===== src/rtl/menu_pkg.sv =====
// rtl/menu_pkg.sv - scancode constants and shared enums for the front-panel menu.
package menu_pkg;

  localparam logic [7:0] SC_E0    = 8'hE0;
  localparam logic [7:0] SC_F0    = 8'hF0;
  localparam logic [7:0] SC_LEFT  = 8'h6B;
  localparam logic [7:0] SC_RIGHT = 8'h74;
  localparam logic [7:0] SC_ENTER = 8'h5A;
  localparam logic [7:0] SC_ESC   = 8'h76;
  localparam logic [7:0] SC_BKSP  = 8'h66;

  // Element i is the set-2 make code of decimal digit i.
  localparam logic [9:0][7:0] SC_DIGITS = {
    8'h46, 8'h3E, 8'h3D, 8'h36, 8'h2E, 8'h25, 8'h26, 8'h1E, 8'h16, 8'h45
  };

  typedef enum logic [2:0] {
    EV_NONE, EV_LEFT, EV_RIGHT, EV_ENTER, EV_ESC, EV_BKSP, EV_DIGIT
  } key_ev_t;

  typedef enum logic {
    NAV, EDIT
  } menu_state_t;

endpackage


===== src/rtl/ps2_key_decoder.sv =====
// rtl/ps2_key_decoder.sv - PS/2 set-2 prefix FSM and key map.
// Events are combinational so the menu registers them on the same edge as the final byte.
module ps2_key_decoder
  import menu_pkg::*;
(
  input  logic       clk,
  input  logic       rst,
  input  logic       kb_valid,
  input  logic [7:0] kb_byte,
  output logic       ev_valid,
  output key_ev_t    ev_code,
  output logic [3:0] ev_digit
);

  typedef enum logic [1:0] {D_IDLE, D_EXT, D_BRK, D_EXTBRK} dec_state_t;

  dec_state_t state, state_n;

  always_ff @(posedge clk) begin
    if (rst) state <= D_IDLE;
    else     state <= state_n;
  end

  always_comb begin
    state_n  = state;
    ev_valid = 1'b0;
    ev_code  = EV_NONE;
    ev_digit = 4'h0;
    if (kb_valid) begin
      case (state)
        D_IDLE: begin
          if (kb_byte == SC_E0)      state_n = D_EXT;
          else if (kb_byte == SC_F0) state_n = D_BRK;
          else begin
            state_n = D_IDLE;
            if (kb_byte == SC_ENTER)     begin ev_valid = 1'b1; ev_code = EV_ENTER; end
            else if (kb_byte == SC_ESC)  begin ev_valid = 1'b1; ev_code = EV_ESC;   end
            else if (kb_byte == SC_BKSP) begin ev_valid = 1'b1; ev_code = EV_BKSP;  end
            for (int i = 0; i < 10; i++) begin
              if (kb_byte == SC_DIGITS[i]) begin
                ev_valid = 1'b1;
                ev_code  = EV_DIGIT;
                ev_digit = 4'(i);
              end
            end
          end
        end
        D_EXT: begin
          if (kb_byte == SC_F0) state_n = D_EXTBRK;
          else begin
            state_n = D_IDLE;
            if (kb_byte == SC_LEFT)       begin ev_valid = 1'b1; ev_code = EV_LEFT;  end
            else if (kb_byte == SC_RIGHT) begin ev_valid = 1'b1; ev_code = EV_RIGHT; end
          end
        end
        default: state_n = D_IDLE;
      endcase
    end
  end

endmodule


===== src/rtl/menu_selector.sv =====
// rtl/menu_selector.sv - keyboard-driven button/numeric-field menu for the VGA panel.
// Optional edit idle timeout is built when MENU_TIMEOUT_EN is defined.
module menu_selector
  import menu_pkg::*;
#(
  parameter int                 N_BTN          = 3,
  parameter int                 DIGITS         = 5,
  parameter logic [4*DIGITS-1:0] DEFAULT_BCD   = 20'h10000,
  parameter logic [31:0]        TIMEOUT_CYCLES = 32'd800_000_000
) (
  input  logic                          clk,
  input  logic                          rst,
  input  logic                          kb_valid,
  input  logic [7:0]                    kb_byte,
  output logic [$clog2(N_BTN+1)-1:0]    focus,
  output logic [N_BTN-1:0]              btn_pulse,
  output logic                          edit_active,
  output logic [4*DIGITS-1:0]           edit_bcd,
  output logic [4*DIGITS-1:0]           value_bcd,
  output logic [8*DIGITS-1:0]           value_ascii,
  output logic                          value_commit,
  output logic                          entry_error
);

  localparam int FW = $clog2(N_BTN+1);
  localparam int W  = 4*DIGITS;
  localparam logic [FW-1:0] LAST = FW'(N_BTN);

  function automatic logic [8*DIGITS-1:0] to_ascii(input logic [W-1:0] b);
    logic [8*DIGITS-1:0] a;
    a = '0;
    for (int i = 0; i < DIGITS; i++) a[8*i +: 8] = {4'h3, b[4*i +: 4]};
    return a;
  endfunction

  logic       ev_valid;
  key_ev_t    ev_code;
  logic [3:0] ev_digit;
  logic       timeout_hit;

  ps2_key_decoder u_dec (
    .clk      (clk),
    .rst      (rst),
    .kb_valid (kb_valid),
    .kb_byte  (kb_byte),
    .ev_valid (ev_valid),
    .ev_code  (ev_code),
    .ev_digit (ev_digit)
  );

  menu_state_t     state, state_n;
  logic [FW-1:0]   focus_n;
  logic [N_BTN-1:0] pulse_n;
  logic [W-1:0]    edit_n, value_n;
  logic            commit_n, error_n;

`ifdef MENU_TIMEOUT_EN
  logic [31:0] idle_cnt;

  // Idle time since entering EDIT or the last key event there.
  always_ff @(posedge clk) begin
    if (rst || state == NAV || ev_valid) idle_cnt <= '0;
    else                                 idle_cnt <= idle_cnt + 32'd1;
  end

  assign timeout_hit = (state == EDIT) && (idle_cnt == TIMEOUT_CYCLES - 32'd1);
`else
  assign timeout_hit = 1'b0 & (TIMEOUT_CYCLES == 32'd0);
`endif

  always_ff @(posedge clk) begin
    if (rst) begin
      state        <= NAV;
      focus        <= '0;
      btn_pulse    <= '0;
      edit_bcd     <= DEFAULT_BCD;
      value_bcd    <= DEFAULT_BCD;
      value_ascii  <= to_ascii(DEFAULT_BCD);
      value_commit <= 1'b0;
      entry_error  <= 1'b0;
    end else begin
      state        <= state_n;
      focus        <= focus_n;
      btn_pulse    <= pulse_n;
      edit_bcd     <= edit_n;
      value_bcd    <= value_n;
      value_ascii  <= to_ascii(value_n);
      value_commit <= commit_n;
      entry_error  <= error_n;
    end
  end

  assign edit_active = (state == EDIT);

  always_comb begin
    state_n  = state;
    focus_n  = focus;
    pulse_n  = '0;
    edit_n   = edit_bcd;
    value_n  = value_bcd;
    commit_n = 1'b0;
    error_n  = 1'b0;
    case (state)
      NAV: begin
        if (ev_valid) begin
          case (ev_code)
            EV_LEFT:  focus_n = (focus == '0) ? LAST : focus - FW'(1);
            EV_RIGHT: focus_n = (focus == LAST) ? '0 : focus + FW'(1);
            EV_ENTER: begin
              if (focus < LAST) pulse_n = N_BTN'(1) << focus;
              else begin
                state_n = EDIT;
                edit_n  = value_bcd;
              end
            end
            default: ;
          endcase
        end
      end
      EDIT: begin
        if (ev_valid) begin
          case (ev_code)
            EV_DIGIT: edit_n = {edit_bcd[W-5:0], ev_digit};
            EV_BKSP:  edit_n = {4'h0, edit_bcd[W-1:4]};
            EV_ENTER: begin
              if (edit_bcd != '0) begin
                value_n  = edit_bcd;
                commit_n = 1'b1;
                state_n  = NAV;
              end else error_n = 1'b1;
            end
            EV_ESC: begin
              edit_n  = value_bcd;
              state_n = NAV;
            end
            default: ;
          endcase
        end else if (timeout_hit) begin
          edit_n  = value_bcd;
          state_n = NAV;
        end
      end
      default: state_n = NAV;
    endcase
  end

endmodule


===== config.mk =====
export PLATFORM = sky130hd
export DESIGN_NAME = menu_selector
export DESIGN_NICKNAME = d
export VERILOG_FILES = /design/src/rtl/menu_pkg.sv /design/src/rtl/ps2_key_decoder.sv /design/src/rtl/menu_selector.sv
export SDC_FILE = /design/constraint.sdc
export NUM_CORES = 1
export LEC_CHECK = 0
export ABC_AREA = 1
export CELL_PAD_IN_SITES_DETAIL_PLACEMENT = 1
export CELL_PAD_IN_SITES_GLOBAL_PLACEMENT = 2
export CORE_UTILIZATION = 22
export DETAILED_ROUTE_END_ITERATION = 6
export HOLD_SLACK_MARGIN = 0.06
export PLACE_DENSITY = 0.85
export SYNTH_ARGS = -nofsm -noshare
export SYNTH_HDL_FRONTEND = slang
export SYNTH_HIERARCHICAL = 1
export SYNTH_SLANG_ARGS = --single-unit

===== constraint.sdc =====
create_clock -name clk -period 2.5 [get_ports clk]
set_clock_uncertainty 0.2 [all_clocks]
set_input_delay 0.625 -clock clk [delete_from_list [all_inputs] [get_ports clk]]
set_output_delay 0.625 -clock clk [all_outputs]
set_load 0.005 [all_outputs]

---- Word-level counts from Yosys, hierarchy flattened ----
Index checks and enable logic that the tools add are counted.
cells by class
  add/sub/neg operators ................... 2
  $mul .................................... 0
  divide/modulo/power cells ............... 0
  order comparisons ....................... 1
  equal/unequal tests ..................... 30
  shifts and indexed selects .............. 1
  mux-type cells .......................... 78
  bitwise operators ....................... 4
  reductions and logical operators ........ 8
operators with widths
  operator                                                count
  two-way mux 20 bit                                      8
  two-way mux 3 bit                                       22
  one-hot mux 20 bit (3 select lines)                     1
  == test 8 x 7 -> 1 bit (second input constant)          7
  == test 8 x 6 -> 1 bit (second input constant)          6
  one-hot mux 20 bit (2 select lines)                     1
  two-way mux 1 bit                                       26
  two-way mux 4 bit                                       6
  nonzero test 20 bit                                     1
  == test 8 x 5 -> 1 bit (second input constant)          2
  == test 8 bit (second input constant)                   2
  two-way mux 2 bit                                       8
  == test 3 bit (second input constant)                   3
  inequality test 2 bit (second input constant)           4
  one-hot mux 2 bit (2 select lines)                      2
  == test 3 x 2 -> 1 bit (second input constant)          2
  one-hot mux 1 bit (2 select lines)                      3
  one-hot mux 3 bit (2 select lines)                      1
  AND reduction 5 bit                                     1
  OR reduction 5 bit                                      1
  logical NOT 2 bit                                       2
  inequality test 4 x 1 -> 1 bit (second input constant)  1
  NOT 1 bit                                               4
  OR reduction 4 bit                                      1
  other kinds (9)                                         9
word-level totals
  bits in registers ....................... 70
  bits in latches ......................... 0
  bits in writable memories ............... 0
  ROM bits ................................ 0
  input bits .............................. 11
  output and inout port bits .............. 88
  logic and storage cells ................. 133
  memories kept ........................... 0

---- Longest topological paths before layout ----
  word-level depth ........................ 22
  mapped depth ............................ 17

---- Cells and area by module ----
The synthesis kept the hierarchy.
modules (own cells, without submodules)
  module           times used  cells each  area an instance (µm²)  sequential area each (µm²)
  menu_selector    1           438         2,837.7                 960.9
  ps2_key_decoder  1           105         546.8                   40.0

---- Worst setup path before layout ----
No wires, ideal clock.
  path kind ............................... input to register
  start ................................... input port kb_byte[7]
  end ..................................... register edit_bcd[7]
  setup time .............................. 0.117 ns
  data arrival time ....................... 2.231 ns
  required time ........................... 2.183 ns
  setup slack ............................. -0.048 ns
  stages on the path ...................... 17
  path buffers ............................ 1
  cells stage by stage .................... inv_2 -> nand2_1 -> nor2_1 -> nand2_1 -> nand2_2 -> nor2_1 -> nand3_1 -> a21oi_1 -> nor2_1 -> nand2_1 -> nor2_4 -> nand3_2 -> nand2_2 -> buf_4 -> nand3_1 -> a21oi_1 -> nor2_1
RTL lines
  element                                 line                   source
  start, declared                         menu_selector.sv:14    input logic [7:0] kb_byte,
  == test 8 x 7 -> 1 bit                  ps2_key_decoder.sv:37  else if (kb_byte == SC_ESC) begin ev_valid = 1'b1; ev_code = EV_ESC; end
  two-way mux 3 bit                       ps2_key_decoder.sv:37
  two-way mux 3 bit                       ps2_key_decoder.sv:36  if (kb_byte == SC_ENTER) begin ev_valid = 1'b1; ev_code = EV_ENTER; end
  two-way mux 3 bit (10 in series)        ps2_key_decoder.sv:40  if (kb_byte == SC_DIGITS[i]) begin
  two-way mux 3 bit                       ps2_key_decoder.sv:33  else if (kb_byte == SC_F0) state_n = D_BRK;
  two-way mux 3 bit                       ps2_key_decoder.sv:32  if (kb_byte == SC_E0) state_n = D_EXT;
  one-hot mux 3 bit (2 select lines) (*)  ps2_key_decoder.sv:30  case (state)
  two-way mux 3 bit (*)                   ps2_key_decoder.sv:29  if (kb_valid) begin
  via ev_code[1]                          menu_selector.sv:37    key_ev_t ev_code;
  == test 3 bit                           menu_selector.sv:122   case (ev_code)
  one-hot mux 20 bit (3 select lines)     menu_selector.sv:122
  two-way mux 20 bit                      menu_selector.sv:121   if (ev_valid) begin
  one-hot mux 20 bit (2 select lines)     menu_selector.sv:103   case (state)
  end signal, assigned                    menu_selector.sv:85    edit_bcd <= edit_n;
  end, declared                           menu_selector.sv:18    output logic [4*DIGITS-1:0] edit_bcd,
The timed path passes the listed nets; every way through them passes the cells marked *. The select of a mux whose other input is x is not followed.
A chain may end at the register's enable or synchronous reset.

---- Worst setup path after layout ----
  start ................................... input port kb_byte[2]
  end ..................................... register edit_bcd[9]
RTL lines
  element                                 line                   source
  == test 8 x 7 -> 1 bit                  ps2_key_decoder.sv:38  else if (kb_byte == SC_BKSP) begin ev_valid = 1'b1; ev_code = EV_BKSP; end
  two-way mux 1 bit                       ps2_key_decoder.sv:38
  two-way mux 1 bit                       ps2_key_decoder.sv:37
  two-way mux 1 bit                       ps2_key_decoder.sv:36
  two-way mux 1 bit (10 in series)        ps2_key_decoder.sv:40
  two-way mux 1 bit                       ps2_key_decoder.sv:33
  two-way mux 1 bit                       ps2_key_decoder.sv:32
  one-hot mux 1 bit (2 select lines) (*)  ps2_key_decoder.sv:30
  two-way mux 1 bit (*)                   ps2_key_decoder.sv:29
  via ev_valid                            menu_selector.sv:36    logic ev_valid;
  inequality test 2 bit (no line)         -
  AND reduction 5 bit (no line) (*)       -
Marked as above.

==> flow_summary.yaml <==
outcome:
  status: "complete, but fails checks"
  violations: "setup timing"
routing:
  drt-wirelength-per-cell_um: 15.98
  drt_iter0_drc: 202
  drc: 0
  drt_pass1_iterations: 4
  viasPerCell: 4.633
  wl_um: 13630
  ant_nets: 0
  num_vias: 3952
timing:
  max_freq_mhz: 389.0
  min_period_ns: 2.571
  fin_setup_tns_ns: -1.026
  fin_crit_sh_pct: 102.8
  setup_viol: 33
  rsz0062_at_grt: "true"
  setup_slack_ns: -0.07053
  final_hold_viol_count: 0
  drv_slew: 0
synthesis:
  yosysWarnings: 6
  async_flop_share_pct: 0
  yosysSeqAreaShare_pct: 29.57
  yosysMostFrequentCell: "nand2_1"
  synth_top_flop_cell: "dfxtp_1"
  netlist_top_cells_area: "dfxtp_1 30%, nand2_1 13%, buf_4 9.5%"
  synth_area_leader_cell: "dfxtp_1"
  avgSynthCellArea_um2: 6.233
  netlist_top_cells_count: "114 x nand2_1, 86 x inv_1, 75 x nor2_1"
  synth_edf_count: 0
  netlist.area_leader.share_pct: 29.57
  synth.cell_area_um2: 3384
  ys_types: 36
  synth-seq-cells: 50
  synthCells: 543
setup_path:
  r2r_end: "btn_pulse[0]"
  critPathLaunchType: "input pin"
  worst-endpoint-arrival_ns: 2.59
  cp-end-kind: "flop"
  required_ns: 2.52
  crit_start: "kb_byte[2]"
  path_class: "in2reg"
  reg2reg_depth: 13
  crit_path_max_fanout: 6
  r2r-start: "u_dec/state[0]"
  regToRegSetupSlack_ns: 0.07
grt:
  grt_usage_pct: 17.15
  grt_pass1_vias: 4164
  grt_antenna_before_repair: 0
  overflow: 0
  grt_pass1_wl_um: 21520
  grt_max_degree: 39
die:
  die_h_um: 126.0
  pin_count: 99
  core_region_area_um2: 14750
  rows: 44
  initial_core_util_pct: 22.94
  die-area_um2: 15880
  die_w_um: 126.0
clocking:
  cts-htree-levels: 2
  clock-sinks: 50
  insertion_delay_ns: 0.30
  clockRootBuffer: "clkbuf_16"
  clk_pin_slew_ns: 0.08
  numCtsBuffers: 5
  cts_tree: "done"
  cts_buffer_depth: 2
worst_hold_path:
  hp-class: "reg2reg"
  holdCritStartpoint: "focus[0]"
  min_to: "btn_pulse[0]"
  min_path_cells: 1
final_layout:
  syn2layout_area_growth_pct: 63.92
  diodes: 0
  final_util_pct: 37.60
  nets: 682
  fillers: 1810
  drive_gt1_share_pct: 35.43
  final-seq-area_um2: 1001
  multiInputGateArea_um2: 2206
pwr:
  switching_share_pct: 27.73
  power.density_nw_per_um2: 311.4
  seq_power_share_pct: 46.4
  switchingPower_mw: 0.4790
  p_clk_share_pct: 40.7
  p_int_mw: 1.249
  pwr-share-comb_pct: 12.9
  ir_drop_uv: 208.1
  power.leakage_nw: 2.253
flow_run:
  max_cap_violations: 0
placed_design:
  portBuffers: 78
  dp_slack_ns: -0.9037
  dpl.hpwl_um: 8892
  gp_congestion: 0.8119
## worst max-delay path by stage
stage / to
after floorplan: edit_bcd[7]
after global placement: edit_bcd[13]
after detailed placement: edit_bcd[12]
after CTS: edit_bcd[16]
after global routing: edit_bcd[6]
final: edit_bcd[9]
## worst max-delay path, cell delays in order
cell and delay [ns]:
buf_2 0.14, nand2_4 0.08, nor2_4 0.20, nand3_2 0.11, buf_4 0.15, nand4_1 0.08, nand2_1 0.10, a21oi_4 0.18
inv_2 0.07, nor2_4 0.15, nand3_4 0.12, nand2_8 0.10, buf_12 0.12, buf_16 0.12, o21ai_2 0.05, a31oi_1 0.18
## kinds of logic after synthesis
| kind of cell | share of synthesized area, % |
|---|---|
| and+or+nand+nor | 35.12 |
| DFF | 29.57 |
| other | 0.2219 |
| buffers and inverters | 22.11 |
| AOI/OAI and AO/OA | 11.98 |
| xor gates and xnor gates | 0.2588 |
| adders and majority gates | 0.7393 |
## metrics by stage
step / area [um2] / hold slack (ns) / cells / power (mW)
6_report: 5548 / 0.2964 / 853 / 1.728
5_1_grt: 5548 / 0.3400 / 853 / 1.789
4_1_cts: 5290 / 0.3017 / 848 / 1.701
3_3_place_gp: 4484 / 0.2739 / 812 / 0.9873
3_5_place_dp: 4484 / 0.2829 / 812 / 0.9927
2_1_floorplan: 3458 / 0.2552 / 561 / 0.9294
## power groups by stage
stage	registers (mW)	clock network, mW	logic [mW]
3_3_place_gp	0.820	0	0.168
6_report	0.801	0.703	0.223
2_1_floorplan	0.819	0	0.110
4_1_cts	0.801	0.702	0.198
3_5_place_dp	0.820	0	0.173
5_1_grt	0.801	0.748	0.240
## flip-flops by register name (all words and copies together), names as in the netlist
name,flops
u_dec/state,2
edit_active,1
value_commit,1
entry_error,1
btn_pulse,3
edit_bcd,20
focus,2
value_ascii,20
## routing by layer
| metal | wire length, um | global-route usage [%] | share of wire [%] |
|---|---|---|---|
| met3 | 460 | 3.016 | 3.4 |
| met2 | 7198 | 31.36 | 53 |
| met1 | 5694 | 20.00 | 42 |
| met4 | 277 | 5.882 | 2.0 |
| met5 | 0 | 0 | 0 |
## repair_timing
action	CTS	global route
hold endpoints to repair	0	0
setup buffers	24	9
pin swaps	64	41
resized for setup	162	75
hold buffers	0	0
endpoints found under the setup margin	48	48
cloned	6	0
## cells in the final DEF, fill, tap and decap left out, types with 4 or more instances in the layout
cell type and instances:
o21ai_2 13, nor3_2 4, a21oi_1 18, nand2_1 80
buf_12 7, nand2_2 27, conb_1 20, a31oi_1 4
o21ai_1 14, clkbuf_16 5, inv_2 22, inv_1 62
nor3_1 6, o21ai_0 8, nor2_1 58, nand4_1 25
nand3_1 7, clkdlybuf4s50_1 70, nand3_4 5, nor2_4 14
nand2_4 14, buf_6 16, dfxtp_1 50, nor2_2 12
a21oi_2 8, buf_4 62, a22oi_1 4
## layout make-up
type | count | share of cell area (%)
inverters | 90 | 6.518
multi-input cells | 360 | 39.76
flip-flops and latches | 50 | 18.04
well taps | 184 | 4.150
clock buffers | 5 | 2.255
clock inverters | 2 | 0.2706
repair buffers | 162 | 29.00
No activity file was read; power rests on OpenSTA's default activity.
==> RTL change 1, RTL diff (config.mk and constraints unchanged) <==
Remove the case item `EV_LEFT` of the case on `ev_code`.
--- a/src/rtl/menu_selector.sv
+++ b/src/rtl/menu_selector.sv
@@ -104,7 +104,6 @@
       NAV: begin
         if (ev_valid) begin
           case (ev_code)
-            EV_LEFT:  focus_n = (focus == '0) ? LAST : focus - FW'(1);
             EV_RIGHT: focus_n = (focus == LAST) ? '0 : focus + FW'(1);
             EV_ENTER: begin
               if (focus < LAST) pulse_n = N_BTN'(1) << focus;
Function: changed (a bounded check fails within 4 cycles, from zero or initial values and one cycle with rst high).
==> RTL change 1 against the original RTL <==
The run still ends with negative setup slack left. Total power is 4.3% higher. Design area is 5.4% lower. Wire length is 10% lower. Area after synthesis is 9.1% lower. Worst setup slack worse by 0.055 ns. Synthesized cell count is 13% lower. Sequential cell count stayed put. Combinational power is 18% lower. Critical endpoint is now edit_bcd[12]. Largest cell class unchanged. Largest power group is now clock. Highest routed layer unchanged.
==> RTL change 1: results (changes against the original RTL) <==
GRT
  – Grt met1 use: 20.0% (-0.029 points)
  – Met3 track demand over resource: 3.49% (+0.47 points)
  – GRT Util Overall: 16.5% (-0.69 points)
  – Number of global-route vias before repair: 3697 (-11%)
  – Maximum number of pins on one net before global-route repair: 37 (-5.1%)
  – Wire length of the first global-routing pass: 18800 um (-13%)
  – Met2 track utilization from global routing: 28.7% (-2.6 points)

Pwr
  – Peak ir drop on the vdd network: 0.000357 V (+71%)
  – Lkg Pwr: 2.12 nW (-5.8%)
  – Clock network power share: 45.6% (+4.9 points)
  – Top pwr grp: clock
  – Net Sw Power: 0.449 mW (-6.2%)
  – Proportion of power drawn by combinational gates: 10.2% (-2.7 points)
  – Design Power: 1.80 mW (+4.3%)

Min path
  – End point of the most critical hold path: value_ascii[25]
  – Hold path startpoint: value_ascii[25]
  – Number of cells traversed by the worst hold path: 2 (+1)

Logic synthesis
  – Ranking of synthesized cells by instance count: sky130_fd_sc_hd__nand2_1 (92), sky130_fd_sc_hd__nor2_1 (84), sky130_fd_sc_hd__dfxtp_1 (50), sky130_fd_sc_hd__buf_4 (44), sky130_fd_sc_hd__o21ai_0 (43)
  – Most common flop cell mapped by yosys: sky130_fd_sc_hd__dfxtp_1
  – Post-synthesis share of cell area spent on full adders, half adders and majority gates: 0.407% (-0.33 points)
  – Compound-gate portion of the synthesized area: 13.7% (+1.8 points)
  – Sequential area share after synthesis: 32.5% (+2.9 points)
  – Distinct cell type count after synthesis: 32 (-11%)
  – Post-synthesis share of cell area spent on xor and xnor gates: 0% (-0.26 points)
  – Area contributors post-synth: sky130_fd_sc_hd__dfxtp_1 (33%), sky130_fd_sc_hd__nand2_1 (11%), sky130_fd_sc_hd__buf_4 (11%)

Routing
  – Routed length on met3: 568 um (+23%)
  – Total met2 wirelength after detailed routing: 6200 um (-14%)
  – Met1 Routed Length: 5090 um (-11%)
  – Mean number of vias per cell: 4.64 (+0.23%)
  – Routed len/inst: 16.1 um (+0.90%)

Run status
  – Violations in the final reports: negative setup slack
  – Result of the run: finished, violations left

Timing
  – Setup tns final: -3.32 ns (-2.29 ns)
  – # setup viols final: 45 (+36%)
  – Final worst setup slack: -0.126 ns (-0.0552 ns)
  – Hold Worst Slack: 0.323 ns (+0.0268 ns)

Layout
  – Fraction of layout cells with a size suffix above 1: 38.0% (+2.5 points)
  – Final net count: 593 (-13%)
  – Number of inserted filler cells in the final layout: 1624 (-10%)
  – Core Util, Final: 39.0% (+1.4 points)

Placement
  – Half-perimeter wire length after detailed placement: 7910 um (-11%)
  – Routability congestion estimate: 0.806 (-0.68%)
  – Placed inst area: 0.00412 mm2 (-8.2%)

Critical path
  – Startpoint of the most critical setup path: kb_byte[3]
  – Reg2Reg Setup Slack: -0.04 ns (-0.11 ns)
  – CP arrival: 2.62 ns (+0.03 ns)
  – Capture point of the critical path: edit_bcd[12]
  – Cell count of the worst reg-to-reg path: 15 (+2)
  – Gate family responsible for the most delay along the worst path: simple AND/OR/NAND/NOR gates
-- RTL change 1: changes by cell type after synthesis, sizes merged, moves of 4 or more --
cell,before,now
o211ai,1,6
nand2,123,100
o21ai,37,44
o22ai,0,8
nand4,25,11
a22oi,4,0
a21oi,27,20
nand3,14,23
inv,90,40
a31oi,4,0
nor2,85,93
-- RTL change 1: stage by stage --
| step | worst slack, ns | std cells |
|---|---|---|
| floorplan | -0.0372 | 489 |
| global placement | -0.809 | 718 |
| detailed placement | -0.866 | 718 |
| CTS | -0.0456 | 747 |
| global route | -0.197 | 758 |
| finish | -0.126 | 758 |
-- RTL change 1: cell type report --
type	count	area share, %
Multi-Input combinational cell	340	40.6
Timing Repair Buffer	143	28.8
Sequential cell	50	19.1
Tap cell	176	4.20
Inverter	40	3.89
Clock buffer	5	2.38
Clock inverter	3	0.906
Timing Repair inverter	1	0.143
==> RTL change 2, RTL diff (same settings) <==
Made on the original files. `DEFAULT_BCD`: 20'h10000 -> 20'h08000.
--- a/src/rtl/menu_selector.sv
+++ b/src/rtl/menu_selector.sv
@@ -5,7 +5,7 @@
 #(
   parameter int                 N_BTN          = 3,
   parameter int                 DIGITS         = 5,
-  parameter logic [4*DIGITS-1:0] DEFAULT_BCD   = 20'h10000,
+  parameter logic [4*DIGITS-1:0] DEFAULT_BCD   = 20'h08000,
   parameter logic [31:0]        TIMEOUT_CYCLES = 32'd800_000_000
 ) (
   input  logic                          clk,
Check against the original RTL: not equivalent (a bounded check fails within 4 cycles, from zero or initial values and one cycle with rst high).
==> RTL change 2 against the original RTL <==
The run ends with design-rule violations, negative setup slack left. Sequential cell count stayed put. Die area shrank 0.25%. Worst setup slack got worse by 0.053 ns. Design area is 0.54% lower. Area after synthesis shrank 0.26%. Total power grew 5.8%. Wire length rose by 0.97%. First-iteration DRC count increased by 5.0%. Highest routed layer unchanged.
==> RTL change 2: results (changes against the original RTL) <==
GRT
  – Maximum number of pins on one net before global-route repair: 41 (+5.1%)
  – Number of global-route vias before repair: 4065 (-2.4%)
  – Wire length of the first global-routing pass: 20700 um (-3.6%)
  – GRT Util Overall: 16.4% (-0.70 points)

Timing
  – Hold Worst Slack: 0.328 ns (+0.0312 ns)
  – Final worst setup slack: -0.124 ns (-0.0530 ns)
  – # setup viols final: 45 (+36%)

Placement
  – Half-perimeter wire length after detailed placement: 8830 um (-0.71%)
  – Placed inst area: 0.00446 mm2 (-0.45%)
  – Routability congestion estimate: 0.857 (+5.6%)

Routing
  – Initial DRC count: 212 (+5.0%)
  – DRC violations left: 1 (+1)
  – Pre-antenna DRT Iters: 6 (+2)
  – Total met2 wirelength after detailed routing: 7130 um (-1.0%)
  – Total via count after detailed routing: 3974 (+0.56%)
  – Routed wire length: 13800 um (+0.97%)

Logic synthesis
  – Compound-gate portion of the synthesized area: 12.1% (+0.11 points)
  – Post-synthesis share of cell area spent on xor and xnor gates: 0.259% (+0.00067 points)
  – Ranking of synthesized cells by instance count: sky130_fd_sc_hd__nand2_1 (114), sky130_fd_sc_hd__inv_1 (87), sky130_fd_sc_hd__nor2_1 (78), sky130_fd_sc_hd__dfxtp_1 (50), sky130_fd_sc_hd__buf_4 (40)
  – Most common flop cell mapped by yosys: sky130_fd_sc_hd__dfxtp_1
  – Area contributors post-synth: sky130_fd_sc_hd__dfxtp_1 (30%), sky130_fd_sc_hd__nand2_1 (13%), sky130_fd_sc_hd__inv_1 (9.7%)
  – Sequential area share after synthesis: 29.7% (+0.077 points)
  – Post-synthesis share of cell area spent on full adders, half adders and majority gates: 0.741% (+0.0019 points)

Pwr
  – Power share of the sequential group: 44.1% (-2.3 points)
  – Switching share of total power: 25.7% (-2.0 points)
  – Lkg Pwr: 2.28 nW (+1.3%)
  – Clock network power share: 43.4% (+2.7 points)
  – Peak ir drop on the vdd network: 0.000230 V (+11%)

Layout
  – Fraction of layout cells with a size suffix above 1: 37.2% (+1.8 points)
  – Final net count: 679 (-0.44%)

Critical path
  – Critical-path top delay cell: sky130_fd_sc_hd__a21oi_2
  – Critical R2R Capture: value_ascii[32]
  – Reg2Reg Setup Slack: 0.02 ns (-0.05 ns)
  – CP arrival: 2.66 ns (+0.07 ns)

Clocking
  – Number of buffers created by CTS: 5 (unchanged)
  – Post-CTS setup buffers: 21 (-13%)

Run status
  – Result of the run: finished, violations left
  – Violations in the final reports: design-rule violations, negative setup slack
==> RTL change 2: cell types whose count changed after synthesis, sizes merged <==
cell   delta
nand3     -1
a31oi     -2
inv       +1
a21oi     -1
nor3      -2
o21ai     -1
nor2      +2
o22ai     +4
==> RTL change 2: routing by layer <==
layer | global-route usage, % | vias to the layer above
li1 | - | 1880
met1 | 19.0 | 1956
met2 | 30.5 | 114
met3 | 2.59 | 24
met4 | 5.81 | 0
met5 | 0 | -
==> RTL change 2: through the flow <==
step	instances	TNS, ns
3_3_place_gp	808	-29.31
3_5_place_dp	808	-34.83
5_1_grt	851	-9.66
4_1_cts	842	0
2_1_floorplan	561	0
6_report	851	-3.74
==> RTL change 2: final cells by class <==
class / count / area [um2]
fill: 1808 / 9240
multi-input combinational: 359 / 2240
timing repair buffer: 159 / 1520
sequential: 50 / 1000
inverter: 91 / 359
tap: 184 / 230
clock buffer: 7 / 133
clock inverter: 1 / 30.0
